===== src/rtl/int_ctrl_pkg.sv =====
// rtl/int_ctrl_pkg.sv - shared types and constants for the interrupt controller
package int_ctrl_pkg;

    localparam int NIRQ = 4;

    typedef enum logic [1:0] {
        ST_IDLE    = 2'd0,
        ST_REQ     = 2'd1,
        ST_SERVICE = 2'd2
    } state_e;

    localparam logic [2:0] OFF_IE     = 3'd0;
    localparam logic [2:0] OFF_MASK   = 3'd1;
    localparam logic [2:0] OFF_PEND   = 3'd2;
    localparam logic [2:0] OFF_STATUS = 3'd3;
    localparam logic [2:0] OFF_VEC0   = 3'd4;

    // Fixed priority: index 0 wins.
    function automatic logic [1:0] lowest_set(input logic [NIRQ-1:0] v);
        lowest_set = 2'd0;
        for (int i = NIRQ - 1; i >= 0; i--) begin
            if (v[i]) lowest_set = i[1:0];
        end
    endfunction

endpackage


===== src/rtl/irq_sync_edge.sv =====
// rtl/irq_sync_edge.sv - 2-flop synchronizer plus rising-edge detector for one source
module irq_sync_edge (
    input  logic clock,
    input  logic reset_n,
    input  logic irq_i,
    output logic rise_o
);

    logic s1_q, s2_q, s3_q;

    always_ff @(posedge clock or negedge reset_n) begin
        if (!reset_n) begin
            s1_q <= 1'b0;
            s2_q <= 1'b0;
            s3_q <= 1'b0;
        end else begin
            s1_q <= irq_i;
            s2_q <= s1_q;
            s3_q <= s2_q;
        end
    end

    assign rise_o = s2_q & ~s3_q;

endmodule


===== src/rtl/interrupt_controller.sv =====
// rtl/interrupt_controller.sv - edge-triggered 4-source interrupt controller with register window
module interrupt_controller #(
    parameter logic [7:0] BASE = 8'hF0,
    parameter int         NIRQ = int_ctrl_pkg::NIRQ
) (
    input  logic            clock,
    input  logic            reset_n,
    input  logic [NIRQ-1:0] irq,
    input  logic [7:0]      addr,
    input  logic [7:0]      w_data,
    input  logic            w_en,
    output logic [7:0]      r_data,
    input  logic            cpu_ret,
    output logic            int_req,
    output logic [7:0]      int_en,
    output logic [7:0]      int_vec
);
    import int_ctrl_pkg::*;

    logic [NIRQ-1:0] rise;

    for (genvar g = 0; g < NIRQ; g++) begin : g_sync
        irq_sync_edge u_sync (
            .clock   (clock),
            .reset_n (reset_n),
            .irq_i   (irq[g]),
            .rise_o  (rise[g])
        );
    end

    state_e          state_q, state_d;
    logic            ie_q;
    logic [NIRQ-1:0] mask_q, pend_q, pend_d;
    logic [1:0]      active_q, active_d;
    logic [7:0]      vec_q [4];
    logic [7:0]      last_vec_q;
    logic [7:0]      off;
    logic            in_win, wr, dispatch, busy;
    logic [NIRQ-1:0] eligible;

    assign off      = addr - BASE;
    assign in_win   = off < 8'd8;
    assign wr       = w_en & in_win;
    assign eligible = pend_q & mask_q;
    assign dispatch = ie_q & (|eligible);

    always_ff @(posedge clock or negedge reset_n) begin
        if (!reset_n) begin
            state_q  <= ST_IDLE;
            active_q <= 2'd0;
            pend_q   <= '0;
        end else begin
            state_q  <= state_d;
            active_q <= active_d;
            pend_q   <= pend_d;
        end
    end

    always_comb begin
        state_d = state_q;
        unique case (state_q)
            ST_IDLE:    if (dispatch) state_d = ST_REQ;
            ST_REQ:     state_d = ST_SERVICE;
            ST_SERVICE: if (cpu_ret) state_d = ST_IDLE;
            default:    state_d = ST_IDLE;
        endcase
    end

    always_comb begin
        int_req = (state_q == ST_REQ);
        busy    = (state_q != ST_IDLE);
    end

    always_comb begin
        active_d = active_q;
        if (state_q == ST_IDLE && dispatch) active_d = lowest_set(eligible);
    end

    // A fresh edge always survives a clear in the same cycle.
    always_comb begin
        pend_d = pend_q;
        if (wr && off[2:0] == OFF_PEND) pend_d = pend_d & ~w_data[NIRQ-1:0];
        if (state_q == ST_REQ) pend_d[active_q] = 1'b0;
        pend_d = pend_d | rise;
    end

    always_ff @(posedge clock or negedge reset_n) begin
        if (!reset_n) begin
            ie_q       <= 1'b0;
            mask_q     <= '0;
            last_vec_q <= 8'h00;
            for (int i = 0; i < 4; i++) vec_q[i] <= 8'h00;
        end else begin
            if (state_q == ST_REQ) last_vec_q <= vec_q[active_q];
            if (wr) begin
                case (off[2:0])
                    OFF_IE:               ie_q   <= w_data[0];
                    OFF_MASK:             mask_q <= w_data[NIRQ-1:0];
                    OFF_PEND, OFF_STATUS: ;
                    default:              vec_q[off[1:0]] <= w_data;
                endcase
            end
        end
    end

    always_comb begin
        r_data = 8'h00;
        if (in_win) begin
            case (off[2:0])
                OFF_IE:     r_data = {7'b0, ie_q};
                OFF_MASK:   r_data = {{(8-NIRQ){1'b0}}, mask_q};
                OFF_PEND:   r_data = {{(8-NIRQ){1'b0}}, pend_q};
                OFF_STATUS: r_data = {busy, 5'b0, active_q};
                default:    r_data = vec_q[off[1:0]];
            endcase
        end
    end

    assign int_en  = {7'b0, ie_q};
    assign int_vec = (state_q == ST_REQ) ? vec_q[active_q] : last_vec_q;

endmodule


===== config.mk =====
export PLATFORM = sky130hd
export DESIGN_NAME = interrupt_controller
export DESIGN_NICKNAME = d
export VERILOG_FILES = /design/src/rtl/int_ctrl_pkg.sv /design/src/rtl/irq_sync_edge.sv /design/src/rtl/interrupt_controller.sv
export SDC_FILE = /design/constraint.sdc
export NUM_CORES = 1
export LEC_CHECK = 0
export ABC_AREA = 1
export BUFFER_PORTS_ARGS = -buffer_cell sky130_fd_sc_hd__buf_2
export CORE_UTILIZATION = 45
export CTS_CLUSTER_DIAMETER = 80
export DETAILED_ROUTE_END_ITERATION = 6
export PLACE_DENSITY = 0.75
export SKIP_CTS_REPAIR_TIMING = 1
export SLEW_MARGIN = 20
export SYNTH_ARGS = -nofsm -noshare
export SYNTH_HDL_FRONTEND = slang
export SYNTH_HIERARCHICAL = 1
export SYNTH_SLANG_ARGS = --single-unit

===== constraint.sdc =====
create_clock -name clock -period 1.06 [get_ports clock]
set_input_delay 0.053 -clock clock [delete_from_list [all_inputs] [get_ports clock]]
set_output_delay 0.053 -clock clock [all_outputs]
set_load 0.05 [all_outputs]

==> metrics, run 1 <==
worst clock skew 0.00792 ns; crit path kind flop to output pin; vias in the first global route 3089; first-pass iteration count of the detailed router 7; wire per inst 15.0 um; Pwr Density 1170 nW/um2; top_reg_cell synth dfrtp_1; simple-gate area share of the yosys netlist 42.3%; CTS Buf Count 9; Yosys top cell area share 47.0%; clk slew on worst S/H paths 0.07 ns; ys async rst share 100%; Longest Clk Path Bufs 2; die width 89.7 um; synth top area cells dfrtp_1, nand2_1, nand3_1; number of diodes 0; # IOs 49; Synth-to-Final Area Change 43.0%; Max Used Layer met4; Worst Path Arrival 1.68 ns; met1 WL 4.09 mm; metal3 WL 914 um; htree depth 3; maximum vdd drop 0.592 mV; mapped cell area 3460 um2; first-pass GRT wire length 14.7 mm; Post-synth EDFFs 0; die height 89.7 um; Final nets 589; Rows 31; dpl cell area 4220 um2; antenna violations before repair 0; largest family of logic cells by synthesized area simple AND/OR/NAND/NOR gates; RSZ-0062 raised after global routing yes; gp weighted congestion 0.962; worst hold start w_data[0]; status finished, violations left; final WL 10.0 mm; # DRC 0; post-synthesis mux area share 0%; Ys Warns 6; most common cell in the netlist nand2_1; Critical Path Start Type flop; Compound-Gate Fraction of Synth Area 1.95%; Final setup viols 31; HP Class input port to flop; pin count of the biggest net entering global routing 66; post-route ant nets 0; Congestion Overflow GR 0; Req. time, crit path 1.01 ns; DR WL met2 4.78 mm; sequential share of the synthesized area 47.0%; Setup crit start active_q[0]$_DFFE_PN0P_; CP Capture Type output pin; ratio of cells with drive above 1 in the final layout 35.4%; Yosys cell types 27; Max-Cap Viols 0; CTS Sinks 65; Post-Layout Inst Area 4950 um2; CORE AREA 7330 um2; starting density of the core 47.2%; most instantiated cells after synthesis nand2_1, dfrtp_1, nand3_1; setup TNS -10.06 ns; First DRT Iteration DRCs 404; Clock Latency Late Sink 0.35 ns; overall global routing resource usage 25.2%; max frequency 577 MHz; synthesis-stage register bit count 65; via/cell ratio 5.24; worst setup margin -0.672 ns; area leader, netlist dfrtp_1; cells after synthesis 458; max-slew violations 0; vias 3494; IO buf count 41; reg2reg start active_q[0]$_DFFE_PN0P_; period utilization 163%; mean post-synth cell area 7.56 um2; Tmin final 1.73 ns; violated checks negative setup slack; CTS root buf clkbuf_8; xor/xnor share of the synthesized area 0%; P_leak 2.56 nW; Synth Area in Adders 0%; TritonCTS clock tree yes; final hold violations 0; DIE AREA 8050 um2; CP Max Fanout 4; hpwl dp 6.57 mm
==> worst max-delay path: stages, from the launching register on <==
cell and delay, ns:
dfrtp_2 0.42, buf_4 0.16, nor2_2 0.22, nand2_1 0.09, nand4_1 0.11, nand2_1 0.09
nand2_4 0.09, buf_8 0.14
==> report_power, final <==
| group | leakage [nW] | internal [mW] | total, mW | switching, mW |
|---|---|---|---|---|
| registers | 0.851 | 2.59 | 2.69 | 0.0994 |
| clock network | 0.0943 | 1.01 | 1.98 | 0.968 |
| logic | 1.62 | 0.464 | 1.12 | 0.654 |
| total | 2.56 | 4.07 | 5.79 | 1.72 |
==> cell families (layout without fill, tap and decap cells) <==
family,count (synthesis),count (layout)
other cells,1,7
compound gates,11,11
flops,65,65
buf+inv,54,157
simple gates,327,328
==> final timing paths <==
path                                                    to  slack [ns]  cells after the start
min in group asynchronous  g_sync[2].u_sync/s1_q$_DFF_PN0_        0.27                      3
hold reg to reg            g_sync[1].u_sync/s2_q$_DFF_PN0_        0.35                      0
hold / removal                       mask_q[0]$_DFFE_PN0P_       0.003                      3
max in group asynchronous          active_q[0]$_DFFE_PN0P_        0.51                      3
setup reg to reg                       pend_q[2]$_DFF_PN0_       -0.28                      8
setup / recovery                                int_vec[2]       -0.67                      7
==> state kept, by name, indices dropped and copies added, names as in the netlist <==
name                count
g_sync.u_sync/s3_q      4
mask_q                  4
ie_q                    1
active_q                2
g_sync.u_sync/s1_q      4
state_q                 2
pend_q                  4
last_vec_q              8
vec_q                  32
g_sync.u_sync/s2_q      4
==> area by class of cell <==
| cell class | count | area, um2 |
|---|---|---|
| sequential | 65 | 1630 |
| fill | 551 | 2380 |
| clock buffer | 12 | 165 |
| tap | 99 | 124 |
| clock inverter | 2 | 13.8 |
| inverter | 32 | 129 |
| multi-input combinational | 346 | 1810 |
| timing repair buffer | 111 | 1080 |
==> metrics by stage <==
stage / power [mW] / std cells / utilization, % / hold slack, ns / worst slack, ns
floorplan: 3.24 / 464 / - / -0.243 / -0.101
global placement: 3.58 / 626 / 57.6 / 0.0886 / -0.284
detailed placement: 3.60 / 626 / 57.6 / 0.107 / -0.337
CTS: 5.57 / 640 / 60.0 / -0.269 / -0.728
global route: 6.05 / 667 / 67.5 / 0.00514 / -0.731
finish: 5.79 / 667 / 67.5 / 0.00335 / -0.672
==> layer usage <==
layer,global-route usage [%],vias up
li1,-,1635
met1,34.3,1629
met2,37.5,201
met3,7.40,29
met4,10.4,0
met5,0,-
==> cell usage in the layout, fill, tap and decap left out, types with 2 or more instances in the layout <==
master	Yosys	layout
o21ai_1	0	2
nand3b_1	2	2
nand3_1	43	41
nand4_2	3	3
inv_2	6	8
buf_12	0	10
nand4_1	12	12
nand2_1	209	181
inv_1	23	20
dlygate4sd3_1	0	10
a21boi_1	0	2
buf_2	4	23
nor2_8	2	2
a21boi_2	0	2
buf_6	6	13
buf_8	0	14
nor2_4	3	13
conb_1	1	7
nor2_1	37	23
dfrtp_1	65	64
clkinv_2	1	2
buf_4	11	41
nand3_2	1	3
nand2_2	1	19
clkbuf_8	0	12
nor2_2	12	17
inv_4	1	3
nand2_4	1	11
Power figures use the tool's default switching activity.
==> run 2: changes to the inputs <==
- CTS_CLUSTER_DIAMETER: 80 -> 100
- SYNTH_HIERARCHICAL: 1 -> not set
==> run 2 against run 1 <==
Compared with the run above:
- flip-flop and latch count is the same
- critical path depth is the same
- critical path type unchanged
- register-to-register slack worse by 0.06 ns
- maximum frequency about the same
- sequential share of layout area is 0.95 points lower
- hold slack improved by 0.0026 ns
- synthesized cell count decreased by 1.1%
- worst setup slack got worse by 0.0015 ns
- first-iteration DRC count down 4.2%
- die area fell by 2.9%
- count of clock-buffer cells in the layout shrank 3
- the run still ends with negative setup slack left
- clock power grew 19%
==> metrics, run 2 <==
clk slew on worst S/H paths 0.08 ns (was 0.07 ns); top_reg_cell synth dfrtp_1 (unchanged); # DRC 0 (unchanged); r2r worst-path depth 8 (unchanged); maximum vdd drop 0.898 mV (was 0.592 mV); synth top area cells dfrtp_1, nand2_1, nand3_1 (unchanged); most common cell in the netlist nand2_1 (unchanged); Max-Cap Viols 0 (unchanged); IO buf count 41 (unchanged); status finished, violations left (unchanged); Largest register FFs 32 (unchanged); Req. time, crit path 1.01 ns (about the same); period utilization 164% (was 163%); Worst Path Arrival 1.68 ns (about the same); max frequency 577 MHz (about the same); Fillers 542 (was 551); vias 3652 (was 3494); hpwl dp 6.47 mm (was 6.57 mm); reg2reg start active_q[0]$_DFFE_PN0P_ (unchanged); HP Class input port to flop (unchanged); Yosys cell types 22 (was 27); setup TNS -10.36 ns (was -10.06 ns); post-route ant nets 0 (unchanged); pin count of the biggest net entering global routing 66 (unchanged); Worst R2R End last_vec_q[3]$_DFF_PN0_ (was pend_q[2]$_DFF_PN0_); CP Capture Type output pin (unchanged); TritonCTS clock tree yes (unchanged); die height 88.4 um (was 89.7 um); RSZ-0062 raised after global routing yes (unchanged); Rows 31 (unchanged); layer with the highest usage met2 (unchanged); area occupied by multi-input gates 1780 um2 (was 1810 um2); crit-path leading delay family simple AND/OR/NAND/NOR gates (unchanged); placed instance count 637 (was 626); first-pass iteration count of the detailed router 6 (was 7); max-slew violations 0 (unchanged); Min-Delay Path Depth 3 (unchanged); post-route non-filler standard cell count 689 (was 667); Pwr Density 1210 nW/um2 (was 1170 nW/um2); most instantiated cells after synthesis nand2_1, dfrtp_1, nand3_1 (unchanged); vias in the first global route 2995 (was 3089); first-pass GRT wire length 14.7 mm (about the same); post-synthesis mux area share 0% (unchanged); starting density of the core 46.5% (was 47.2%); final hold violations 0 (unchanged); Compound-Gate Fraction of Synth Area 2.31% (was 1.95%); dpl cell area 4260 um2 (was 4220 um2); overall global routing resource usage 24.9% (was 25.2%); violated checks negative setup slack (unchanged); slowest stage delay, CP 0.46 ns (was 0.42 ns); mapped cell area 3360 um2 (was 3460 um2); # IOs 49 (unchanged); xor/xnor share of the synthesized area 0% (unchanged); Ys Warns 0 (was 6); Cell Chain, Critical Path buf_4, nor2_4, nand2_2, nand4_1, nand2_1, nand2_4, buf_8 (was buf_4, nor2_2, nand2_1, nand4_1, nand2_1, nand2_4, buf_8); simple-gate area share of the yosys netlist 42.0% (was 42.3%); cells after synthesis 453 (was 458); routing usage on met1 37.0% (was 34.3%); Post-Layout Inst Area 5100 um2 (was 4950 um2); sequential share of the synthesized area 48.4% (was 47.0%); area leader, netlist dfrtp_1 (unchanged); final WL 10.5 mm (was 10.0 mm); Tmin final 1.73 ns (about the same); ys async rst share 100% (unchanged); Critical Path Start Type flop (unchanged); register area 1630 um2 (unchanged); via/cell ratio 5.30 (was 5.24); Synth-to-Final Area Change 51.8% (was 43.0%); synthesis-stage register bit count 65 (unchanged); ratio of cells with drive above 1 in the final layout 36.6% (was 35.4%); CTS root buf clkbuf_8 (unchanged); CORE AREA 7210 um2 (was 7330 um2); CTS Sinks 65 (unchanged); worst setup path endpoint int_vec[3] (was int_vec[2]); number of diodes 0 (unchanged); worst clock skew 0.00662 ns (was 0.00792 ns); htree depth 3 (unchanged); Yosys top cell area share 48.4% (was 47.0%); met3 Use GR 4.94% (was 7.40%); pre-CTS setup slack -0.367 ns (was -0.337 ns); gp weighted congestion 0.972 (was 0.962); First DRT Iteration DRCs 387 (was 404); Crit path buffers/inverters 2 (unchanged); Crit path depth 7 (unchanged); die width 88.4 um (was 89.7 um); most common cell after layout, fill and taps aside nand2_1 (unchanged); met2 GRT Util 37.3% (was 37.5%); wire per inst 15.2 um (was 15.0 um); mean post-synth cell area 7.41 um2 (was 7.56 um2); commonest non-fill, non-tap cells in the layout nand2_1, buf_4, dfrtp_1 (was nand2_1, dfrtp_1, nand3_1, buf_4); DIE AREA 7810 um2 (was 8050 um2); largest family of logic cells by synthesized area simple AND/OR/NAND/NOR gates (unchanged); worst setup margin -0.673 ns (was -0.672 ns); Final setup viols 34 (was 31); total power 6.17 mW (was 5.79 mW); Slowest cell on crit path dfrtp_2 (unchanged); CP Max Fanout 5 (was 4); Longest Clk Path Bufs 2 (unchanged); antenna violations before repair 0 (unchanged); Fin Hold WS 0.00598 ns (was 0.00335 ns); final core utilization 70.6% (was 67.5%); Congestion Overflow GR 0 (unchanged); Clock Latency Late Sink 0.35 ns (about the same); Top reg by flops vec_q (unchanged); Final nets 609 (was 589); Setup crit start active_q[0]$_DFFE_PN0P_ (unchanged); largest registers vec_q: 32 flops, last_vec_q: 8 flops (unchanged); Synth Area in Adders 0% (unchanged); crit path kind flop to output pin (unchanged); reg2reg setup slack -0.34 ns (was -0.28 ns); CTS Buf Count 9 (unchanged); Post-synth EDFFs 0 (unchanged); P_leak 2.66 nW (was 2.56 nW)
==> run 2: worst min-delay path: cells and delay by family <==
family / cells / cell delay (ns)
buf+inv: 1 / 0.14
simple gates: 2 / 0.13
==> run 2: final cells by class <==
cell class,instances,area share (%)
multi-input cells,347,35.0
flip-flops and latches,65,31.9
repair buffers,134,23.8
clock buffers,9,2.43
well taps,99,2.43
inverters,27,2.33
clock inverters,7,1.87
repair inverters,1,0.147
==> run 2: worst min path at each step <==
stage | startpoint | endpoint
finish | w_data[6] | vec_q[14]$_DFFE_PN0P_
global route | w_data[6] | vec_q[30]$_DFFE_PN0P_
CTS | reset_n | last_vec_q[2]$_DFF_PN0_
detailed placement | reset_n | last_vec_q[0]$_DFF_PN0_
global placement | reset_n | last_vec_q[0]$_DFF_PN0_
floorplan | reset_n | active_q[0]$_DFFE_PN0P_
==> run 2: logic make-up (layout without fill, tap and decap cells) <==
group | count (synthesis) | after routing
other | 1 | 7
AOI/OAI and AO/OA | 13 | 13
DFF | 65 | 65
and+or+nand+nor | 325 | 327
buffers and inverters | 49 | 178
==> run 2: layer usage <==
layer  wire [um]  share of wire [%]
met5           0                  0
met3         828                7.9
met4         358                3.4
met1        4370                 42
met2        4940                 47
==> run 2: report_power, final <==
part           switching [mW]  leakage (nW)  internal (mW)  total (mW)
Combinational           0.674          1.70          0.471        1.15
Clock                    1.03         0.109           1.32        2.35
Sequential             0.0914         0.851           2.59        2.68
Total                    1.79          2.66           4.38        6.17
==> run 3: changes to the inputs <==
--- a/constraint.sdc
+++ b/constraint.sdc
@@ -3,2 +3,2 @@
 set_output_delay 0.053 -clock clock [all_outputs]
-set_load 0.05 [all_outputs]
+set_load 0.01 [all_outputs]
==> run 3 against run 2 <==
Compared with the run above:
- global-route usage is 0.93 points lower
- the flow finishes with violations (design-rule violations, negative hold slack, negative setup slack)
- wire length fell by 7.1%
- critical path type unchanged
- combinational power is 8% lower
==> metrics, run 3 (same netlist as run 2, synthesis figures left out) <==
die height 88.4 um (unchanged); CTS root buf clkbuf_8 (unchanged); CP Max Fanout 6 (was 5); maximum vdd drop 0.562 mV (was 0.898 mV); Clock Latency Late Sink 0.34 ns (was 0.35 ns); largest registers vec_q: 32 flops, last_vec_q: 8 flops (unchanged); final hold violations 5 (was 0); Max-Cap Viols 0 (unchanged); crit path kind flop to output pin (unchanged); Fin Hold WS -0.0126 ns (was 0.00598 ns); # IOs 49 (unchanged); DIE AREA 7810 um2 (unchanged); Longest Clk Path Bufs 2 (unchanged); die width 88.4 um (unchanged); Congestion Overflow GR 0 (unchanged); most common cell after layout, fill and taps aside nand2_1 (unchanged); setup TNS -8.54 ns (was -10.36 ns); hpwl dp 6.44 mm (was 6.47 mm); first-pass GRT wire length 14.0 mm (was 14.7 mm); CTS Buf Count 9 (unchanged); commonest non-fill, non-tap cells in the layout nand2_1, dfrtp_1, buf_4 (was nand2_1, buf_4, dfrtp_1); Top reg by flops vec_q (unchanged); Synth-to-Final Area Change 36.3% (was 51.8%); Fillers 603 (was 542); TritonCTS clock tree yes (unchanged); final WL 9.75 mm (was 10.5 mm); antenna violations before repair 0 (unchanged); total power 5.87 mW (was 6.17 mW); overall global routing resource usage 24.0% (was 24.9%); clk slew on worst S/H paths 0.07 ns (was 0.08 ns); gp weighted congestion 0.896 (was 0.972); dpl cell area 4010 um2 (was 4260 um2); First DRT Iteration DRCs 360 (was 387); CORE AREA 7210 um2 (unchanged); Final setup viols 30 (was 34); vias in the first global route 2872 (was 2995); Final nets 586 (was 609); max frequency 597 MHz (was 577 MHz); pin count of the biggest net entering global routing 33 (was 66); # DRC 2 (was 0); post-route ant nets 0 (unchanged); via/cell ratio 5.31 (was 5.30); worst clock skew 0.00871 ns (was 0.00662 ns); Pwr Density 1280 nW/um2 (was 1210 nW/um2); ratio of cells with drive above 1 in the final layout 29.5% (was 36.6%); worst setup margin -0.615 ns (was -0.673 ns); IO buf count 41 (unchanged); Tmin final 1.67 ns (was 1.73 ns); Post-Layout Inst Area 4580 um2 (was 5100 um2); number of diodes 0 (unchanged); htree depth 3 (unchanged); Largest register FFs 32 (unchanged); CP Capture Type output pin (unchanged); starting density of the core 46.5% (unchanged); CTS Sinks 65 (unchanged); post-route non-filler standard cell count 666 (was 689); Rows 31 (unchanged); Critical Path Start Type flop (unchanged); vias 3534 (was 3652); placed instance count 622 (was 637); wire per inst 14.6 um (was 15.2 um); status finished, violations left (unchanged); P_leak 2.49 nW (was 2.66 nW); period utilization 158% (was 164%); Worst Path Arrival 1.62 ns (was 1.68 ns); RSZ-0062 raised after global routing yes (unchanged); violated checks design-rule violations, negative hold slack, negative setup slack (was negative setup slack); HP Class input port to flop (unchanged); max-slew violations 0 (unchanged); first-pass iteration count of the detailed router 7 (was 6); Req. time, crit path 1.01 ns (about the same)
## run 3: cell count changes in the layout (fill, tap and decap cells not counted), moves of 8 or more
cell     delta
nand2_4    -12
nor2_1      +8
buf_4      -19
nand2_1    +15
buf_2      +14
buf_8      -13
## run 3: area by class of cell
class	instances	area, um2	share of cell area (%)
timing repair buffer	112	893	19.5
inverter	27	108	2.35
tap	99	124	2.71
clock inverter	5	55.1	1.20
multi-input combinational	347	1630	35.6
clock buffer	11	141	3.09
sequential	65	1630	35.6
## run 3: layer usage
metal  vias up  track usage [%]  share of wire (%)  wire, um
met5         -                0                  0         0
met4         0             10.1                2.9       279
met3        24             3.64                7.7       749
met2       210             35.0                 47      4540
met1      1667             35.5                 43      4180
li1       1633                -                  -         -
## run 3: per-stage QoR
| step | worst slack, ns | hold WS (ns) | utilization (%) |
|---|---|---|---|
| after floorplan | -0.00453 | -0.243 | - |
| after global placement | -0.198 | -0.0229 | 55.6 |
| after global routing | -0.657 | 0.00571 | 63.5 |
| final | -0.615 | -0.0126 | 63.5 |
| after CTS | -0.623 | -0.387 | 58.3 |
| after detailed placement | -0.227 | -0.0170 | 55.6 |
## run 3: worst paths after layout
check	startpoint	to	slack, ns	depth (start not counted)
worst max-delay path	active_q[0]$_DFFE_PN0P_	int_vec[2]	-0.61	7
worst min-delay path	w_data[6]	vec_q[22]$_DFFE_PN0P_	-0.01	3
worst max register to register	active_q[0]$_DFFE_PN0P_	last_vec_q[1]$_DFF_PN0_	-0.22	7
worst min register to register	g_sync[2].u_sync.s1_q$_DFF_PN0_	g_sync[2].u_sync.s2_q$_DFF_PN0_	0.35	0
max in group asynchronous	reset_n	g_sync[3].u_sync.s1_q$_DFF_PN0_	0.41	3
min in group asynchronous	reset_n	vec_q[15]$_DFFE_PN0P_	0.15	2
## run 3: critical path, cell delays in order, from the launching register on
cell,delay [ns]
dfrtp_2,0.50
inv_4,0.09
nor2_4,0.21
nand2_1,0.08
nand4_1,0.13
nand2_1,0.07
nand2_1,0.07
buf_2,0.13
## run 3: power breakdown
group	total (mW)	switching, mW	internal, mW
sequential	2.69	0.102	2.59
clock	2.12	0.981	1.14
combinational	1.06	0.574	0.481
total	5.87	1.66	4.21
